File: config.mk
export PLATFORM = sky130hd
export DESIGN_NAME = cache_line_fill_ctrl
export DESIGN_NICKNAME = d
export VERILOG_FILES = /design/src/rtl/cache_pkg.sv /design/src/rtl/cache_up_counter.sv /design/src/rtl/cache_line_fill_ctrl.sv
export SDC_FILE = /design/constraint.sdc
export NUM_CORES = 1
export LEC_CHECK = 0
export ABC_AREA = 1
export BUFFER_PORTS_ARGS = -buffer_cell sky130_fd_sc_hd__buf_2
export CAP_MARGIN = 20
export CORE_MARGIN = 2
export CORE_UTILIZATION = 32
export DETAILED_ROUTE_END_ITERATION = 12
export GPL_ROUTABILITY_DRIVEN = 0
export PLACE_DENSITY = 0.61
export SYNTH_ARGS = -nofsm -noshare
export SYNTH_HDL_FRONTEND = slang
export SYNTH_SLANG_ARGS = --single-unit
File: constraint.sdc
create_clock -name clk -period 1.5 [get_ports clk]
set_input_delay 0.3 -clock clk [delete_from_list [all_inputs] [get_ports clk]]
set_output_delay 0.3 -clock clk [all_outputs]
set_load 0.02 [all_outputs]
File: src/rtl/cache_pkg.sv
// Shared types and sizing helpers for the cache line-fill controller.
package cache_pkg;

    typedef enum logic [1:0] {
        IDLE = 2'd0,
        FILL = 2'd1,
        TAG  = 2'd2
    } fill_state_t;

    function automatic int line_bytes(input int words_per_line, input int word_bytes);
        return words_per_line * word_bytes;
    endfunction

    function automatic int idx_w(input int words_per_line);
        return (words_per_line > 1) ? $clog2(words_per_line) : 1;
    endfunction

endpackage

File: src/rtl/cache_up_counter.sv
// Async-reset counter with synchronous clear; inc and dec together leave it unchanged.
module cache_up_counter #(
    parameter int W = 4
) (
    input  logic         clk,
    input  logic         rst_n,
    input  logic         clr_i,
    input  logic         inc_i,
    input  logic         dec_i,
    output logic [W-1:0] cnt_o
);

    logic [W-1:0] cnt_q;
    logic [W-1:0] cnt_d;

    always_comb begin
        cnt_d = cnt_q;
        if (clr_i) begin
            cnt_d = '0;
        end else if (inc_i && !dec_i) begin
            cnt_d = cnt_q + W'(1);
        end else if (dec_i && !inc_i) begin
            cnt_d = cnt_q - W'(1);
        end
    end

    always_ff @(posedge clk or negedge rst_n) begin
        if (!rst_n) begin
            cnt_q <= '0;
        end else begin
            cnt_q <= cnt_d;
        end
    end

    assign cnt_o = cnt_q;

endmodule

File: src/rtl/cache_line_fill_ctrl.sv
// Cache-miss line-fill controller: pipelined word reads bounded by an outstanding-credit
// limit, in-order write-back into the data array, then a single tag-write pulse.
module cache_line_fill_ctrl
    import cache_pkg::*;
#(
    parameter int ADDR_W          = 16,
    parameter int WORDS_PER_LINE  = 8,
    parameter int WORD_BYTES      = 2,
    parameter int MAX_OUTSTANDING = 4
) (
    input  logic                               clk,
    input  logic                               rst_n,
    input  logic                               miss_detected,
    input  logic [ADDR_W-1:0]                  miss_address,
    input  logic                               mem_busy,
    input  logic                               memory_data_valid,
    output logic                               mem_rd_en,
    output logic [ADDR_W-1:0]                  memory_address,
    output logic                               write_data_array,
    output logic [idx_w(WORDS_PER_LINE)-1:0]   data_word_idx,
    output logic                               write_tag_array,
    output logic [ADDR_W-1:0]                  tag_address,
    output logic                               fsm_busy
);

    localparam int IDX_W = idx_w(WORDS_PER_LINE);
    // issue_cnt must be able to hold WORDS_PER_LINE itself to mark "all issued"
    localparam int ISS_W = IDX_W + 1;
    localparam int OUT_W = $clog2(MAX_OUTSTANDING + 1);
    localparam int LB    = line_bytes(WORDS_PER_LINE, WORD_BYTES);
    localparam logic [ADDR_W-1:0] LINE_MASK = ~ADDR_W'(LB - 1);

    fill_state_t       state_q;
    logic [ADDR_W-1:0] line_base_q;
    logic              tag_wr_q;
    logic              busy_q;

    logic [ISS_W-1:0]  issue_cnt;
    logic [IDX_W-1:0]  recv_cnt;
    logic [OUT_W-1:0]  outstanding;

    logic in_fill;
    logic issue;
    logic accept;
    logic last_accept;
    logic clr_cnt;

    assign in_fill     = (state_q == FILL);
    assign issue       = in_fill && (issue_cnt < ISS_W'(WORDS_PER_LINE))
                         && (outstanding < OUT_W'(MAX_OUTSTANDING)) && !mem_busy;
    // A return with nothing outstanding is a protocol violation and is dropped
    assign accept      = in_fill && memory_data_valid && (outstanding != '0);
    assign last_accept = accept && (recv_cnt == IDX_W'(WORDS_PER_LINE - 1));
    assign clr_cnt     = (state_q == TAG);

    cache_up_counter #(.W(ISS_W)) u_issue_cnt (
        .clk   (clk),
        .rst_n (rst_n),
        .clr_i (clr_cnt),
        .inc_i (issue),
        .dec_i (1'b0),
        .cnt_o (issue_cnt)
    );

    cache_up_counter #(.W(IDX_W)) u_recv_cnt (
        .clk   (clk),
        .rst_n (rst_n),
        .clr_i (clr_cnt),
        .inc_i (accept),
        .dec_i (1'b0),
        .cnt_o (recv_cnt)
    );

    cache_up_counter #(.W(OUT_W)) u_outstanding (
        .clk   (clk),
        .rst_n (rst_n),
        .clr_i (clr_cnt),
        .inc_i (issue),
        .dec_i (accept),
        .cnt_o (outstanding)
    );

    always_ff @(posedge clk or negedge rst_n) begin
        if (!rst_n) begin
            state_q     <= IDLE;
            line_base_q <= '0;
            tag_wr_q    <= 1'b0;
            busy_q      <= 1'b0;
        end else begin
            case (state_q)
                IDLE: begin
                    tag_wr_q <= 1'b0;
                    if (miss_detected) begin
                        state_q     <= FILL;
                        line_base_q <= miss_address & LINE_MASK;
                        busy_q      <= 1'b1;
                    end
                end
                FILL: begin
                    if (last_accept) begin
                        state_q  <= TAG;
                        tag_wr_q <= 1'b1;
                    end
                end
                TAG: begin
                    state_q  <= IDLE;
                    tag_wr_q <= 1'b0;
                    busy_q   <= 1'b0;
                end
                default: begin
                    state_q  <= IDLE;
                    tag_wr_q <= 1'b0;
                    busy_q   <= 1'b0;
                end
            endcase
        end
    end

    // Line base is aligned, so base + offset never carries out of the line
    assign memory_address   = line_base_q + ADDR_W'(issue_cnt) * ADDR_W'(WORD_BYTES);
    assign mem_rd_en        = issue;
    assign write_data_array = accept;
    assign data_word_idx    = recv_cnt;
    assign write_tag_array  = tag_wr_q;
    assign tag_address      = line_base_q;
    assign fsm_busy         = busy_q;

endmodule

### Yosys cells after proc, flatten, opt, wreduce, memory -nomap -nowiden

Index checks and enable logic that the tools add are counted.

| word-level totals | value |
|---|---|
| flip-flop bits (word level) | 26 |
| bits in latches | 0 |
| memory bits (writable) | 0 |
| bits in read-only memories | 0 |
| input port bits | 21 |
| word-level logic and storage cells | 53 |
| memories kept | 0 |

| operators by class | value |
|---|---|
| $add $sub $neg | 5 |
| $mul | 0 |
| div/mod/pow operators | 0 |
| $lt $le $gt $ge | 2 |
| equal/unequal tests | 5 |
| shifts and indexed selects | 0 |
| multiplexer cells | 14 |
| bitwise operators | 1 |
| reduce and logical (&&, ||, !) cells | 19 |

Operator list:

| kind | number |
|---|---|
| $add A16 B5 Y16 | 1 |
| $mux W3 | 5 |
| $logic_and A1 B1 Y1 | 8 |
| $mux W4 | 2 |
| $add A3 B1 Y3 const B | 2 |
| $reduce_and A2 Y1 | 3 |
| $reduce_bool A3 Y1 | 2 |
| $add A4 B1 Y4 const B | 1 |
| $lt A4 B4 Y1 const B | 1 |
| $mux W2 | 2 |
| $pmux W2 S2 | 1 |
| $reduce_bool A2 Y1 | 2 |
| $eq A3 B3 Y1 const B | 1 |
| $logic_not A1 Y1 | 3 |
| $lt A3 B3 Y1 const B | 1 |
| $mux W1 | 3 |
| $sub A3 B1 Y3 const B | 1 |
| $eq A2 B1 Y1 const B | 1 |
| $eq A2 B2 Y1 const B | 1 |
| $logic_not A2 Y1 | 1 |
| $ne A2 B1 Y1 const B | 1 |
| $ne A2 B2 Y1 const B | 1 |
| $pmux W1 S2 | 1 |
| $not A1 Y1 | 1 |

### Depth between registers and ports, before layout

Gate-level depths: netlist of run 1.

| depth | value |
|---|---|
| word-level depth | 9 |
| mapped depth | 10 |
| gate-level depth less buffers | 10 |

### By module

Synthesis of run 1 repeated with hierarchy kept, for this count alone.

| second synthesis, totals | value |
|---|---|
| cell total of the unflattened synthesis | 220 |
| area total of the unflattened synthesis | 1676.6 sq um |

By module, submodules not included:

| module | instances | cells an instance | area each (sq um) | sequential area each (sq um) |
|---|---|---|---|---|
| cache_line_fill_ctrl | 1 | 130 | 985.9 | 400.4 |
| cache_up_counter (u_outstanding ...) | 2 | 26 | 198.9 | 75.1 |
| cache_up_counter (u_issue_cnt) | 1 | 38 | 292.8 | 100.1 |

### Least setup slack after synthesis of run 1

No wires, ideal clock.

| timing | value |
|---|---|
| kind | register to output |
| from | register line_base_q[4], in the netlist tag_address[4] |
| to | output port memory_address[12] |
| arrival | 1.632 ns |
| setup slack | -0.432 ns |
| stages on the path, launching flop included | 7 |
| cell sequence | dfrtp_1 ha_1 ha_1 nand3_1 nor3_2 nand2_1 xnor2_1 |

| between the ends | value |
|---|---|
| cells in the longest elaborated chain, start to end | 1 |

RTL lines:

| what | line | RTL |
|---|---|---|
| start, declared | cache_line_fill_ctrl.sv:34 | `logic [ADDR_W-1:0] line_base_q;` |
| start signal, assigned | cache_line_fill_ctrl.sv:95 | `line_base_q <= miss_address & LINE_MASK;` |
| $add A16 B5 Y16 | cache_line_fill_ctrl.sv:120 | `assign memory_address = line_base_q + ADDR_W'(issue_cnt) * ADDR_W'(WORD_BYTES);` |
| end, declared | cache_line_fill_ctrl.sv:18 | `output logic [ADDR_W-1:0] memory_address,` |

No other way between the ends.

### Worst setup path after layout of run 1

| timing | value |
|---|---|
| from | register u_issue_cnt.cnt_q[3], in the netlist u_issue_cnt.cnt_o[3] |
| to | output port memory_address[14] |

| between the ends | value |
|---|---|
| cells in the longest elaborated chain, start to end | 1 |

RTL lines:

| what | line | RTL |
|---|---|---|
| start, declared | cache_up_counter.sv:13 | `logic [W-1:0] cnt_q;` |
| start signal, assigned | cache_up_counter.sv:31 | `cnt_q <= cnt_d;` |
| $add A16 B5 Y16 | cache_line_fill_ctrl.sv:120 |  |

No other way between the ends.

==> results of run 1 <==
## repair_timing
action | CTS | global route
resized for setup | 25 | 20
pin swaps | 11 | 12
setup endpoints to repair | 15 | 19
gates cloned | 0 | 0
setup buffers | 6 | 5
## report_power, final
part	total [uW]	switching [uW]	internal (uW)
Combinational	55.8	36.2	19.5
Sequential	700	0	700
Clock	397	208	190
## kinds of logic (layout without fill, tap and decap cells)
family | Yosys count | in the layout | share of synthesized area
fa+ha+maj | 6 | 6 | 0.0571
simple gates | 67 | 67 | 0.241
xor+xnor | 10 | 10 | 0.0606
compound gates | 13 | 13 | 0.0450
mux | 6 | 6 | 0.0467
buf+inv | 29 | 112 | 0.0970
flops | 26 | 26 | 0.450
other cells | 1 | 5 | 0.00259
## worst register-to-register path, cell delays in order (launching register included)
cell	delay, ps
dfrtp_1	420
buf_4	150
buf_6	100
buf_6	110
nor2_4	110
nand2_2	70
nor2_4	120
nand2_4	70
fa_2	510
nand2_1	50
nand2_1	50
## flip-flops by register name, indices dropped and copies added, names as in the netlist
register / flops
u_outstanding.cnt_o: 3
u_recv_cnt.cnt_o: 3
u_issue_cnt.cnt_o: 4
tag_address: 12
write_tag_array: 1
state_q: 2
fsm_busy: 1
## metal layers
metal	wire (um)	GRT usage
met5	0	0
met4	13	0.0252
met3	181	0.0157
met2	1670	0.239
met1	1320	0.159
## final cells by class
type                    count  area share
clock buffers               4      0.0197
inverters                  20      0.0339
multi-input cells         107       0.364
flip-flops and latches     26       0.286
well taps                  52      0.0284
repair buffers             88       0.268
## layout by cell type, fill, tap and decap left out, drive strengths merged, types with 4 or more instances in the layout
master   n
buf     88
mux2     6
nor2    21
conb     5
xor2     7
nand2   29
nand3   11
inv     20
dfrtp   26
ha       5
a21oi   10
clkbuf   4
## worst paths after layout
path / start / to / slack [ps] / cells after the start
worst min-delay path: rst_n / u_outstanding.cnt_o[0] / 30 / 1
worst max register to register: u_issue_cnt.cnt_o[3] / u_outstanding.cnt_o[1] / -300 / 10
max in group asynchronous: rst_n / state_q[0] / 1060 / 1
min in group clk: miss_address[5] / tag_address[5] / 260 / 2
worst max-delay path: u_issue_cnt.cnt_o[3] / memory_address[14] / -460 / 7
worst min register to register: u_recv_cnt.cnt_o[0] / u_recv_cnt.cnt_o[0] / 500 / 1
## stage by stage
| stage | TNS, ps | util | instances | setup WS (ps) |
|---|---|---|---|---|
| after floorplan | -1230 | - | 162 | -272 |
| after global placement | -1140 | 0.460 | 282 | -249 |
| after detailed placement | -1330 | 0.460 | 282 | -278 |
| after CTS | -4570 | 0.498 | 292 | -476 |
| after global routing | -6520 | 0.525 | 297 | -553 |
| final | -4910 | 0.525 | 297 | -465 |
==> flow_summary.toml, run 1 <==
[outcome]
run_status = "finished, violations left"
failed_checks = "setup timing"

[final_layout]
fillerInstances = 408
flow.area_growth_from_synthesis_pct = 58.3
multi_input_area_um2 = 832
fin_area_um2 = 2290
regArea_um2 = 654
layout-drive-gt1-share = 0.547
nets = 273
antenna_fix_cells = 0

[timing]
final-setup-viol-count = 19
timing.final.hold_violations = 0
fin_worst_hold_slack_ps = 25.6
finalWorstSetupSlack_ps = -465
fin_crit_ps = 1960
max-slew-margin-rel = 0.613
worst_slew_pin_slew_ps = 581
clock-skew-final_ps = 2.28
timing.final.crit_share = 1.31
drv_slew = 0
rsz0062_at_grt = "true"
fmax_ghz = 0.509

[critical_path]
cp_cell_sequence = "ha_4 -> ha_4 -> nand3_4 -> nor3_4 -> nand3b_1 -> xor2_2 -> buf_6"
setup.worst_path.end_class = "output port"
critPathTopFamily = "flip-flops"
critPathMaxStageDelay_ps = 400
critical_path_rt_ps = 1200
crit_fanout = 3
critPathBufInv = 1
slowest_stage = "dfrtp_1"
setup.worst_path.class = "reg2out"
worst_ep_arrival_time_ps = 1660
critPathLaunchType = "register"
crit_top_cell = "ha_4"

[power_and_ir_drop]
power_density_nw_per_um2 = 504
ir_drop_uv = 249
p_leak_uw = 0.00122
power.total_uw = 1150

[drt]
vias_per_cell = 4.45
post-route-drc-count = 0
final_antenna_net_count = 0
dr_total_vias = 1323
drt-pass1-iter-count = 4
initialDrtViolationCount = 46
routed_wl_um = 3190
routedWlPerCell_um = 10.7

[global_routing]
grt_overflow = 0
grt_first_pass_wirelength_um = 5350
grt_pass1_vias = 1285
grt_antenna_before_repair = 0
globalRouteTotalUtil = 0.128
largest_net_degree_at_the_start_of_global_routing = 27

[synthesis]
synth_area_leaders = "dfrtp_1 45%, nand2_1 6.5%, inv_1 4.7%, mux2_2 4.7%, ha_1 4.3%"
ys_async_sr_fraction = 1.00
synth_unique_cells = 25
yosys_register_bits = 26
synth_edf_count = 0
yosys.cell_count.top_type = "dfrtp_1"
syn-cell-area_um2 = 1450
seq_area_frac_synth = 0.450
synth_top_cell_area_share = 0.450
synth_top_cells_by_count = "26 x dfrtp_1, 25 x nand2_1, 18 x inv_1, 15 x nor2_1, 10 x a21oi_1"
netlist_instances = 158
synth_flop_cell = "dfrtp_1"
synth.yosys.warnings = 0
synth_largest_area_cell = "dfrtp_1"
postSynthAreaPerCell_um2 = 9.15

[cts]
clk-insertion-delay-late_ps = 260
cts.path.max_buffers = 2
clock_tree_from_tritoncts = "yes"
postCtsHoldBufs = 0
clock_sinks = 26
clock-root-buffer = "clkbuf_8"
cts-buffers-inserted = 3
htree_levels = 1
clkSlewWorstSetupHoldPaths_ps = 90

[floorplan]
floorplan.rows = 24
fp.dieArea_um2 = 5070
die-height_um = 71.2
initial_core_util = 0.332
floorplan.core_area_um2 = 4350
die_width_um = 71.2
pin_count = 60

[min_path]
hold_class = "in2async"

[place]
buffer_ports.inserted = 50
detailed_place_hpwl_um = 2450
placed_cell_area_um2 = 2000

[job]
drv.max_cap_violation_count = 0
(Power assumes the default switching activity.)
==> run 2: changes to the inputs <==
--- a/config.mk
+++ b/config.mk
@@ -5,14 +5,13 @@
 export SDC_FILE = /design/constraint.sdc
 export NUM_CORES = 1
 export LEC_CHECK = 0
-export ABC_AREA = 1
 export BUFFER_PORTS_ARGS = -buffer_cell sky130_fd_sc_hd__buf_2
 export CAP_MARGIN = 20
 export CORE_MARGIN = 2
 export CORE_UTILIZATION = 32
 export DETAILED_ROUTE_END_ITERATION = 12
 export GPL_ROUTABILITY_DRIVEN = 0
-export PLACE_DENSITY = 0.61
+export PLACE_DENSITY = 0.62
 export SYNTH_ARGS = -nofsm -noshare
 export SYNTH_HDL_FRONTEND = slang
 export SYNTH_SLANG_ARGS = --single-unit
==> flow_summary.toml, run 2 <==
[outcome]
run_status = "finished, violations left"
failed_checks = "setup timing"

[final_layout]
antenna_fix_cells = 0
fillerInstances = 353
largest_register_ffs = 12
regArea_um2 = 656
final_core_util = 0.577
multi_input_area_um2 = 946
most_frequent_standard_cell_in_the_layout_excluding_fill_and_tap_cells = "buf_4"
layout-drive-gt1-share = 0.681
nets = 235
layout_common_cells = "37 x buf_4, 36 x buf_2, 22 x dfrtp_1"
post_layout_nonfiller_instances = 257
flow.area_growth_from_synthesis_pct = 70.4

[place]
place_inst = 240
placement.setup.worst_slack_ps = -354
detailed_place_hpwl_um = 2680
buffer_ports.inserted = 50

[timing]
rsz0062_at_grt = "true"
fin_crit_ps = 1940
clock-skew-final_ps = 12.3
worst_slew_pin_slew_ps = 612
max-slew-margin-rel = 0.592
setup-tns-final_ps = -4810
timing.final.hold_violations = 0
finalWorstSetupSlack_ps = -436
timing.final.crit_share = 1.29
final-setup-viol-count = 16
drv_slew = 0
fmax_ghz = 0.517

[critical_path]
critPathTopFamily = "simple AND/OR/NAND/NOR gates"
critPathMaxStageDelay_ps = 400
crit_fanout = 4
worst_ep_arrival_time_ps = 2090
setup.worst_path.end_class = "register"
setup.worst_path.class = "reg2reg"
critPathBufInv = 0
cp_cell_sequence = "nand2b_4 -> nor4_4 -> nand2_1 -> fa_2 -> mux2_2 -> a211o_1"
critPathLaunchType = "register"
slowest_stage = "dfrtp_1"
critical_path_rt_ps = 1650

[cts]
htree_levels = 1
clock_sinks = 26
clkSlewWorstSetupHoldPaths_ps = 90
clock_tree_from_tritoncts = "yes"
clk-insertion-delay-late_ps = 270
cts.path.max_buffers = 2
cts-buffers-inserted = 3
clock-root-buffer = "clkbuf_8"

[power_and_ir_drop]
power.share.combinational = 0.671
power.total_uw = 5420
power.clock.fraction = 0.074
seq_power_share = 0.254
ir_drop_uv = 1030
switching_share = 0.429
power_density_nw_per_um2 = 2300
p_leak_uw = 0.00115
power.net_switching_uw = 2330
power_report.internal_total_uw = 3090

[synthesis]
synth_top_cell_area_share = 0.471
syn-cell-area_um2 = 1380
netlist_instances = 120
yosys.cell_count.top_type = "dfrtp_1"
synth_largest_area_cell = "dfrtp_1"
synth_unique_cells = 33
synth_top_cells_by_count = "26 x dfrtp_1, 13 x mux2_2, 12 x nand2_1, 9 x xnor2_1, 8 x buf_4"
synth_area_leaders = "dfrtp_1 47%, mux2_2 11%, xnor2_1 5.7%, ha_1 4.5%, buf_4 4.3%"
synth.yosys.warnings = 0
seq_area_frac_synth = 0.471
synth_flop_cell = "dfrtp_1"
ys_async_sr_fraction = 1.00
synth_edf_count = 0
yosys_register_bits = 26
postSynthAreaPerCell_um2 = 11.5

[min_path]
hold_class = "in2async"

[drt]
initialDrtViolationCount = 22
vias_per_cell = 4.60
routedWlPerCell_um = 14.0
drt-pass1-iter-count = 4
post-route-drc-count = 0
final_antenna_net_count = 0
dr_total_vias = 1181
routed_wl_um = 3600

[global_routing]
globalRouteTotalUtil = 0.149
grt_antenna_before_repair = 0
grt_overflow = 0
largest_net_degree_at_the_start_of_global_routing = 27
grt_pass1_vias = 1260
grt_first_pass_wirelength_um = 5820

[floorplan]
fp.dieArea_um2 = 4860
pin_count = 60
floorplan.core_area_um2 = 4090
die-height_um = 69.7
floorplan.rows = 23
die_width_um = 69.7
initial_core_util = 0.338

[job]
drv.max_cap_violation_count = 0
## run 2: routing by layer
| metal | wire length, um | vias to the layer above | global-route usage |
|---|---|---|---|
| met5 | 0 | - | 0 |
| met3 | 155 | 8 | 0.0276 |
| met1 | 1410 | 564 | 0.164 |
| met4 | 78 | 0 | 0.0513 |
| met2 | 1960 | 33 | 0.283 |
| li1 | - | 576 | - |
## run 2: logic make-up (layout without fill, tap and decap cells)
group	Yosys count	in the layout	synth area share
xor gates and xnor gates	12	12	0.0760
and+or+nand+nor	38	38	0.155
muxes	16	16	0.128
AOI/OAI and AO/OA	9	9	0.0534
other	1	5	0.00271
adders and majority gates	6	6	0.0597
buffers and inverters	12	95	0.0552
DFF	26	26	0.471
## run 2: power by group through the flow
stage                     Clock (uW)  Sequential [uW]  Combinational (uW)
final                            403             1380                3640
after global routing             453             1420                3890
after CTS                        410             1370                3350
after detailed placement           0             1390                2940
after global placement             0             1360                2860
after floorplan                    0             1790                1520
## run 2: final timing paths
check / endpoint / depth (start not counted) / startpoint / slack [ps]
max in group asynchronous: tag_address[7] / 1 / rst_n / 1040
min: u_issue_cnt.cnt_o[1] / 1 / rst_n / 30
min in group clk: tag_address[4] / 2 / miss_address[4] / 260
max: u_outstanding.cnt_o[2] / 6 / state_q[1] / -440
max reg2reg: u_outstanding.cnt_o[2] / 6 / state_q[1] / -440
min reg2reg: fsm_busy / 2 / fsm_busy / 500
## run 2: area by class of cell
| cell class | count | share of cell area |
|---|---|---|
| Timing Repair Buffer | 88 | 0.268 |
| Tap cell | 50 | 0.0266 |
| Sequential cell | 26 | 0.278 |
| Multi-Input combinational cell | 86 | 0.401 |
| Inverter | 3 | 0.00690 |
| Clock buffer | 4 | 0.0191 |
## run 2: stage by stage
step / area [um^2] / hold slack [ps]
floorplan: 1570 / 4.41
global placement: 2010 / 335
detailed placement: 2010 / 343
CTS: 2220 / 41.3
global route: 2360 / 58.9
finish: 2360 / 25.9
## run 2: what timing repair did
item	in CTS	in global routing
endpoints found under the setup margin	17	22
pin swaps	10	11
buffers inserted	8	7
resized for setup	29	22
hold buffers	0	0
==> run 3: changes to the inputs <==
--- a/config.mk
+++ b/config.mk
@@ -9,6 +9,7 @@
 export CAP_MARGIN = 20
 export CORE_MARGIN = 2
 export CORE_UTILIZATION = 32
+export CTS_BUF_LIST = sky130_fd_sc_hd__clkbuf_8
 export DETAILED_ROUTE_END_ITERATION = 12
 export GPL_ROUTABILITY_DRIVEN = 0
 export PLACE_DENSITY = 0.62
==> flow_summary.toml, run 3 (same netlist as run 2, synthesis figures left out) <==
[timing]
fmax_ghz = 0.517
final-setup-viol-count = 16
finalWorstSetupSlack_ps = -436
clock-skew-final_ps = 11.7
rsz0062_at_grt = "true"
worst_slew_pin_slew_ps = 610
fin_crit_ps = 1940
timing.final.hold_violations = 0
drv_slew = 0
timing.final.crit_share = 1.29
max-slew-margin-rel = 0.593

[cts]
clkSlewWorstSetupHoldPaths_ps = 90
clock_tree_from_tritoncts = "yes"
cts.path.max_buffers = 2
clock-root-buffer = "clkbuf_8"
cts-buffers-inserted = 3
clk-insertion-delay-late_ps = 270
htree_levels = 1
clock_sinks = 26

[outcome]
run_status = "finished, violations left"
failed_checks = "setup timing"

[drt]
routedWlPerCell_um = 14.0
dr_total_vias = 1180
initialDrtViolationCount = 22
routed_wl_um = 3600
final_antenna_net_count = 0
drt-pass1-iter-count = 4
vias_per_cell = 4.59
post-route-drc-count = 0

[critical_path]
worst_ep_arrival_time_ps = 2090
setup.worst_path.end_class = "register"
setup.worst_path.class = "reg2reg"
critPathTopFamily = "simple AND/OR/NAND/NOR gates"
cp_cell_sequence = "nand2b_4 -> nor4_4 -> nand2_1 -> fa_2 -> mux2_2 -> a211o_1"
crit-reg2reg-launch = "state_q[1]"
critPathLaunchType = "register"
crit-reg2reg-capture = "u_outstanding.cnt_o[2]"
worst_setup_path_startpoint = "state_q[1]"
critical_path_rt_ps = 1650
slowest_stage = "dfrtp_1"
critPathBufInv = 0
r2r_setup_slack_ps = -440
crit_fanout = 4
critPathMaxStageDelay_ps = 400
worst_r2r_path_depth = 6

[place]
detailed_place_hpwl_um = 2680
place_inst = 240
placement.setup.worst_slack_ps = -354
buffer_ports.inserted = 50

[final_layout]
antenna_fix_cells = 0
layout_common_cells = "37 x buf_4, 36 x buf_2, 22 x dfrtp_1"
most_frequent_standard_cell_in_the_layout_excluding_fill_and_tap_cells = "buf_4"
nets = 235
flow.area_growth_from_synthesis_pct = 70.4
final_core_util = 0.577
layout-drive-gt1-share = 0.681
fillerInstances = 353
post_layout_nonfiller_instances = 257
largest_register_ffs = 12

[power_and_ir_drop]
ir_drop_uv = 1030
power_density_nw_per_um2 = 2300
p_leak_uw = 0.00116

[floorplan]
die_width_um = 69.7
fp.dieArea_um2 = 4860
pin_count = 60
floorplan.rows = 23
die-height_um = 69.7
floorplan.core_area_um2 = 4090
initial_core_util = 0.338

[global_routing]
largest_net_degree_at_the_start_of_global_routing = 27
grt_first_pass_wirelength_um = 5820
met1_usage = 0.164
groute.layer.met2.usage = 0.283
grt_busiest_layer = "met2"
grt_overflow = 0
grt_antenna_before_repair = 0
grt_pass1_vias = 1260
globalRouteTotalUtil = 0.149
globalRouteMet3Util = 0.0276

[min_path]
hold_class = "in2async"

[job]
drv.max_cap_violation_count = 0
## run 3: changes by cell type in the layout (fill, tap and decap cells not counted)
cell,change
clkbuf_1,-1
inv_1,+1
## run 3: worst max path at each step
stage                              to  slack, ps  depth (start not counted)
6_report       u_outstanding.cnt_o[2]       -440                          6
5_1_grt            memory_address[15]       -500                          6
4_1_cts            memory_address[15]       -440                          6
3_5_place_dp   u_outstanding.cnt_o[2]       -350                          6
3_3_place_gp   u_outstanding.cnt_o[2]       -310                          6
2_1_floorplan  u_outstanding.cnt_o[2]       -740                          6
## run 3: area by class of cell
class	instances	area [um^2]	share of cell area
multi-input cells	86	946	0.401
flip-flops and latches	26	656	0.278
repair buffers	88	631	0.268
well taps	50	62.6	0.0266
clock buffers	3	41.3	0.0175
inverters	3	16.3	0.00690
clock inverters	1	3.75	0.00159
## run 3: what timing repair did
action | in CTS | in global routing
setup buffers | 8 | 7
setup endpoints to repair | 17 | 22
resized for setup | 29 | 22
hold buffers | 0 | 0
pin swaps | 10 | 11
## run 3: per-layer routing
layer	share of wire	up-vias	wire, um
li1	-	575	-
met1	0.39	564	1410
met2	0.54	33	1960
met3	0.043	8	155
met4	0.022	0	78
met5	0	-	0
## run 3: where the power goes
group | switching [uW] | internal [uW]
clock network | 214 | 183
registers | 328 | 1050
logic | 1780 | 1850
## run 3: stage by stage
stage                     total power, uW  setup TNS [ps]  instance area [um^2]  hold slack [ps]
after floorplan                      3310           -2040                  1570             4.41
after global placement               4220           -1740                  2010              335
after detailed placement             4340           -2180                  2010              343
after CTS                            5120           -5010                  2220             41.2
after global routing                 5750           -6390                  2360             58.4
final                                5410           -4820                  2360             25.4
